### src/rtl/lcd_char_ctrl.sv
// HD44780-style character LCD controller: power-up wait, init commands, then continuous
// refresh of a ROWS x COLS character buffer over the 8-bit parallel bus.
module lcd_char_ctrl #(
  parameter int COLS       = 16,
  parameter int ROWS       = 2,
  parameter int EN_CYCLES  = 25,
  parameter int CMD_WAIT   = 2500,
  parameter int CLR_WAIT   = 100000,
  parameter int PWRUP_WAIT = 2500000,
  localparam int AW = (ROWS * COLS > 1) ? $clog2(ROWS * COLS) : 1
) (
  input  logic          clock,
  input  logic          reset,
  input  logic          wr_en,
  input  logic [AW-1:0] wr_addr,
  input  logic [7:0]    wr_data,
  input  logic          bl_on,
  output logic          ready,
  output logic          frame_done,
  output logic [7:0]    LCD_DATA,
  output logic          LCD_RW,
  output logic          LCD_EN,
  output logic          LCD_RS,
  output logic          LCD_ON,
  output logic          LCD_BLON
);

  // state    | meaning
  // ST_PWRUP | idle after reset for PWRUP_WAIT cycles
  // ST_SETUP | RS/DATA presented, EN low (1 cycle)
  // ST_PULSE | EN high for EN_CYCLES cycles
  // ST_WAIT  | EN low for CMD_WAIT (CLR_WAIT after clear) cycles
  // phase_q selects what the transaction carries: init command, row address, or character.

  localparam int DEPTH = ROWS * COLS;
  localparam int RW    = (ROWS > 1) ? $clog2(ROWS) : 1;
  localparam int CW    = (COLS > 1) ? $clog2(COLS) : 1;
  localparam int TM1   = (PWRUP_WAIT > CLR_WAIT) ? PWRUP_WAIT : CLR_WAIT;
  localparam int TM2   = (CMD_WAIT > EN_CYCLES) ? CMD_WAIT : EN_CYCLES;
  localparam int TMAX  = (TM1 > TM2) ? TM1 : TM2;
  localparam int TW    = $clog2(TMAX + 1);

  typedef enum logic [1:0] {ST_PWRUP, ST_SETUP, ST_PULSE, ST_WAIT} state_t;
  typedef enum logic [1:0] {PH_INIT, PH_ADDR, PH_CHAR} phase_t;

  state_t          state_q, state_d;
  phase_t          phase_q, phase_d;
  logic [1:0]      init_idx_q, init_idx_d;
  logic [RW-1:0]   row_q, row_d;
  logic [CW-1:0]   col_q, col_d;
  logic [TW-1:0]   timer_q, timer_d;
  logic [7:0]      lcd_data_q, lcd_data_d;
  logic            lcd_rs_q, lcd_rs_d;
  logic            lcd_en_q, lcd_en_d;
  logic            ready_q, ready_d;
  logic            frame_done_q, frame_done_d;
  logic            blon_q, blon_d;
  logic [7:0]      buf_q [DEPTH];

  logic            tc, is_clear, step, last_col, last_row;
  logic [1:0]      row_sel;
  logic [AW-1:0]   rd_idx;

  assign tc       = (timer_q == '0);
  assign is_clear = (phase_q == PH_INIT) && (init_idx_q == 2'd3);
  assign step     = (state_q == ST_WAIT) && tc;
  assign last_col = (col_q == CW'(COLS - 1));
  assign last_row = (row_q == RW'(ROWS - 1));
  assign row_sel  = 2'(row_d);
  assign rd_idx   = AW'(32'(row_d) * COLS + 32'(col_d));

  // Buffer is written in any state; only reset overrides a write.
  always_ff @(posedge clock) begin
    if (reset) begin
      for (int i = 0; i < DEPTH; i++) buf_q[i] <= 8'h20;
    end else if (wr_en && (int'(wr_addr) < DEPTH)) begin
      buf_q[wr_addr] <= wr_data;
    end
  end

  always_ff @(posedge clock) begin
    if (reset) begin
      state_q      <= ST_PWRUP;
      phase_q      <= PH_INIT;
      init_idx_q   <= '0;
      row_q        <= '0;
      col_q        <= '0;
      timer_q      <= TW'(PWRUP_WAIT - 1);
      lcd_data_q   <= 8'h00;
      lcd_rs_q     <= 1'b0;
      lcd_en_q     <= 1'b0;
      ready_q      <= 1'b0;
      frame_done_q <= 1'b0;
      blon_q       <= 1'b0;
    end else begin
      state_q      <= state_d;
      phase_q      <= phase_d;
      init_idx_q   <= init_idx_d;
      row_q        <= row_d;
      col_q        <= col_d;
      timer_q      <= timer_d;
      lcd_data_q   <= lcd_data_d;
      lcd_rs_q     <= lcd_rs_d;
      lcd_en_q     <= lcd_en_d;
      ready_q      <= ready_d;
      frame_done_q <= frame_done_d;
      blon_q       <= blon_d;
    end
  end

  always_comb begin
    state_d    = state_q;
    phase_d    = phase_q;
    init_idx_d = init_idx_q;
    row_d      = row_q;
    col_d      = col_q;
    timer_d    = timer_q - TW'(1);
    case (state_q)
      ST_PWRUP: if (tc) state_d = ST_SETUP;
      ST_SETUP: begin
        state_d = ST_PULSE;
        timer_d = TW'(EN_CYCLES - 1);
      end
      ST_PULSE: if (tc) begin
        state_d = ST_WAIT;
        timer_d = is_clear ? TW'(CLR_WAIT - 1) : TW'(CMD_WAIT - 1);
      end
      ST_WAIT: if (tc) begin
        state_d = ST_SETUP;
        case (phase_q)
          PH_INIT: begin
            if (init_idx_q == 2'd3) begin
              phase_d = PH_ADDR;
              row_d   = '0;
            end else begin
              init_idx_d = init_idx_q + 2'd1;
            end
          end
          PH_ADDR: begin
            phase_d = PH_CHAR;
            col_d   = '0;
          end
          default: begin
            if (last_col) begin
              col_d   = '0;
              phase_d = PH_ADDR;
              row_d   = last_row ? '0 : row_q + RW'(1);
            end else begin
              col_d = col_q + CW'(1);
            end
          end
        endcase
      end
      default: state_d = ST_PWRUP;
    endcase
  end

  // The byte is latched on entry to SETUP, so a write landing during SETUP waits a pass.
  always_comb begin
    lcd_data_d   = lcd_data_q;
    lcd_rs_d     = lcd_rs_q;
    lcd_en_d     = (state_d == ST_PULSE);
    ready_d      = ready_q | (step && is_clear);
    frame_done_d = step && (phase_q == PH_CHAR) && last_col && last_row;
    blon_d       = bl_on;
    if (state_d == ST_SETUP) begin
      lcd_rs_d = (phase_d == PH_CHAR);
      case (phase_d)
        PH_INIT: begin
          case (init_idx_d)
            2'd0:    lcd_data_d = 8'h38;
            2'd1:    lcd_data_d = 8'h0C;
            2'd2:    lcd_data_d = 8'h06;
            default: lcd_data_d = 8'h01;
          endcase
        end
        PH_ADDR: begin
          case (row_sel)
            2'd0:    lcd_data_d = 8'h80;
            2'd1:    lcd_data_d = 8'hC0;
            2'd2:    lcd_data_d = 8'h94;
            default: lcd_data_d = 8'hD4;
          endcase
        end
        default: lcd_data_d = buf_q[rd_idx];
      endcase
    end
  end

  assign LCD_DATA   = lcd_data_q;
  assign LCD_RS     = lcd_rs_q;
  assign LCD_EN     = lcd_en_q;
  assign LCD_RW     = 1'b0;
  assign LCD_ON     = 1'b1;
  assign LCD_BLON   = blon_q;
  assign ready      = ready_q;
  assign frame_done = frame_done_q;

endmodule

### config.mk
export PLATFORM = sky130hd
export DESIGN_NAME = lcd_char_ctrl
export DESIGN_NICKNAME = d
export VERILOG_FILES = /design/src/rtl/lcd_char_ctrl.sv
export SDC_FILE = /design/constraint.sdc
export NUM_CORES = 1
export LEC_CHECK = 0
export CORE_ASPECT_RATIO = 2
export CORE_MARGIN = 2
export CORE_UTILIZATION = 67
export CTS_CLUSTER_SIZE = 16
export DETAILED_ROUTE_END_ITERATION = 8
export GPL_TIMING_DRIVEN = 0
export PLACE_DENSITY = 0.87
export SLEW_MARGIN = 0
export SYNTH_ARGS = -nofsm -noshare
export SYNTH_HDL_FRONTEND = slang
export SYNTH_SLANG_ARGS = --single-unit
### constraint.sdc
create_clock -name clock -period 5.7 [get_ports clock]
set_clock_uncertainty 0.2 [all_clocks]
set_input_delay 0.57 -clock clock [delete_from_list [all_inputs] [get_ports clock]]
set_output_delay 0.57 -clock clock [all_outputs]
set_load 0.01 [all_outputs]
==> impl_metrics.ini <==
[power]
vdd_drop_max_mv = 0.307
p_clk_frac = 0.384
p_int_mw = 3.51
sequentialPowerShare = 0.556
p_switching_mw = 1.07
pwr-share-comb = 0.059
power_density_nw_per_um2 = 281
p_sw_frac = 0.234
p_leak_nw = 5.79

[timing]
fin_crit_sh = 0.807
holdWs_ns = 0.259
tightest_slew_ns = 1.15
setup_tns_ns = 0
fmax_ghz = 0.217
fin_crit_ns = 4.60
finalSetupViolCount = 0
report.final.slew_viol_count = 0
hold_viol_final = 0
max_slew_margin = 0.231
rsz0062_at_grt = no

[setup_path]
worstPathRequired_ns = 5.90
critPathMaxStageDelay_ns = 0.85
cp_cell_sequence = inv_1 > ha_1 > nor3b_1 > and4_1 > nand3_1 > clkbuf_1 > and3_1 > a211oi_1 > a31oi_1 > a32o_1 > nor4_1 > o22ai_1
cp_data_arrival_time_ns = 4.80
worst-path-buf-inv = 2
critPathTopFamily = simple AND/OR/NAND/NOR gates
worstReg2RegStart = timer_q[0]$_SDFF_PP1_
cp-end-kind = flop
cp_slowest_cell = nor4_1
worstSetupPathType = flop to flop
path_max_fanout = 10
critPathLaunchType = flop
worstSetupStartpoint = timer_q[0]$_SDFF_PP1_

[clock_network]
path_clk_slew_ns = 0.07
cts.sinks = 302
ctsResizeCount = 0
cts_buffers = 26
htreeDepth = 1
clk_latency_ns = 0.57
cts_tree = done
cts-root-buf = clkbuf_16
postCtsSetupRepairBufs = 0
clockBufferDepth = 3
ctsHoldBuffers = 0

[floorplan]
initial_core_util = 0.679
num_rows = 77
core_um2 = 22000
die_x_um = 109
die_y_um = 215
pin_count = 32
dieArea_um2 = 23500

[cells_and_area]
drive_gt1_frac = 0.0998
fin_nets = 1442
final_cell_mix = 256 x edfxtp_1, 226 x and2_1, 172 x nand2_1, 87 x nor2_1, 57 x clkbuf_1
areaGrowthSynthToFinish_pct = 9.67
final_util = 0.744
fillers = 1584
layout_commonest_cell = edfxtp_1

[route]
dr.pass1.iters = 8
drt_first_iter_violations = 1425
wl_per_cell_um = 31.6
vias = 11744
antenna_left = 0
drc_errors = 0
routed_via_density = 6.86
wirelength_um = 54100

[placement]
dp_hpwl_um = 38200
finalWeightedCongestion = 1.04
port_buffers = 28

[synthesis]
yosysTopAreaCellShare = 0.516
ys_warn_count = 0
yosysTopAreaCell = edfxtp_1
syn-num-nets = 1386
ys_seq_area_frac = 0.577
synth_seq_cells = 302
ys_types = 74
syn_avg_cell_area_um2 = 11.0
synthTopCellsByArea = edfxtp_1 52%, and2_1 9.5%, dfxtp_1 6.2%
synth_edf_count = 256
synth.cell_area_um2 = 14900
postSynth.asyncResetShare = 0
synthFlopType = edfxtp_1
synth_cells = 1358

[job]
maxCapViolations = 0

[global_routing]
grt_max_degree = 17
overflow = 0
grt_pass1_vias = 11722
grt_first_pass_wirelength_um = 77400
grt.total_usage = 0.477
antenna_found_initial = 2

[run_status]
status = finished clean

[worst_hold_path]
min_from = LCD_RS$_SDFFE_PP0N_
hp-class = flop to flop
==> layout make-up <==
cell class              instances  area, µm²  area share
flip-flops and latches        302       8610       0.527
well taps                     276        345      0.0211
clock buffers                  31        669      0.0409
diodes                          2       5.00    0.000306
plain buffers                  93        464      0.0284
multi-input cells             955       5810       0.355
inverters                       8       30.0     0.00184
repair buffers                 28        280      0.0171
clock inverters                16        141     0.00865
==> logic make-up after synthesis <==
family	after synthesis	synth area share
xor+xnor	18	0.0106
flops	302	0.577
other cells	2	0.000504
fa+ha+maj	11	0.00923
simple gates	712	0.257
buf+inv	101	0.0332
compound gates	174	0.0860
mux	38	0.0257
==> final timing paths <==
path | to | slack [ns] | depth (start not counted)
min | LCD_RS$_SDFFE_PP0N_ | 0.26 | 2
min reg2reg | LCD_RS$_SDFFE_PP0N_ | 0.26 | 2
max | LCD_DATA[7]$_SDFFE_PP0N_ | 1.10 | 12
max reg2reg | LCD_DATA[7]$_SDFFE_PP0N_ | 1.10 | 12
==> tightest hold or removal path, delay by kind of cell, from the launching register on <==
| family | cells | cell delay [ns] |
|---|---|---|
| and+or+nand+nor | 1 | 0.05 |
| AOI/OAI and AO/OA | 1 | 0.05 |
| DFF | 1 | 0.31 |
==> metal layers <==
metal / vias to the layer above / GRT usage / part of all wire
li1: 4963 / - / -
met1: 5562 / 0.522 / 0.30
met2: 902 / 0.737 / 0.47
met3: 317 / 0.138 / 0.12
met4: 0 / 0.411 / 0.11
met5: - / 0 / 0
==> registers in the layout (all words and copies together), names as in the netlist <==
| name | flops |
|---|---|
| phase_q | 2 |
| timer_q | 22 |
| LCD_EN | 1 |
| LCD_DATA | 8 |
| col_q | 4 |
| state_q | 2 |
| init_idx_q | 2 |
| LCD_BLON | 1 |
| last_row | 1 |
| buf_q | 256 |
| LCD_RS | 1 |
| ready | 1 |
| frame_done | 1 |
==> cells in the mapped netlist (6+ instances only) <==
master and count:
a211oi_1 25, a21boi_0 6, a21oi_1 29, a31oi_1 25
and2_1 226, and3_1 35, buf_2 20, buf_4 14
clkbuf_1 52, dfxtp_1 46, edfxtp_1 256, ha_1 11
inv_1 8, mux2i_1 36, nand2_1 172, nand3_1 49
nand4_1 13, nor2_1 87, nor3_1 13, nor4_1 6
o211ai_1 6, o21ai_0 12, o22ai_1 6, or2_2 40
or3_1 37, xnor2_1 9, xor2_1 9
==> power groups by stage <==
stage                     Sequential [mW]  Combinational (mW)  Clock (mW)
after global routing                 2.56               0.284        1.81
final                                2.55               0.272        1.76
after detailed placement             2.60               0.256           0
after global placement               2.59               0.248           0
after floorplan                      2.58               0.145           0
after CTS                            2.55               0.257        1.73
==> through the flow <==
step           std cells  instance area [µm²]  setup WS [ns]  power, mW
2_1_floorplan       1358                14900           2.86       2.72
3_3_place_gp        1662                15500           1.50       2.84
6_report            1711                16300           1.10       4.59
3_5_place_dp        1662                15500           1.43       2.85
5_1_grt             1709                16300           1.03       4.66
4_1_cts             1709                16300           1.39       4.54
(Power assumes the default switching activity.)
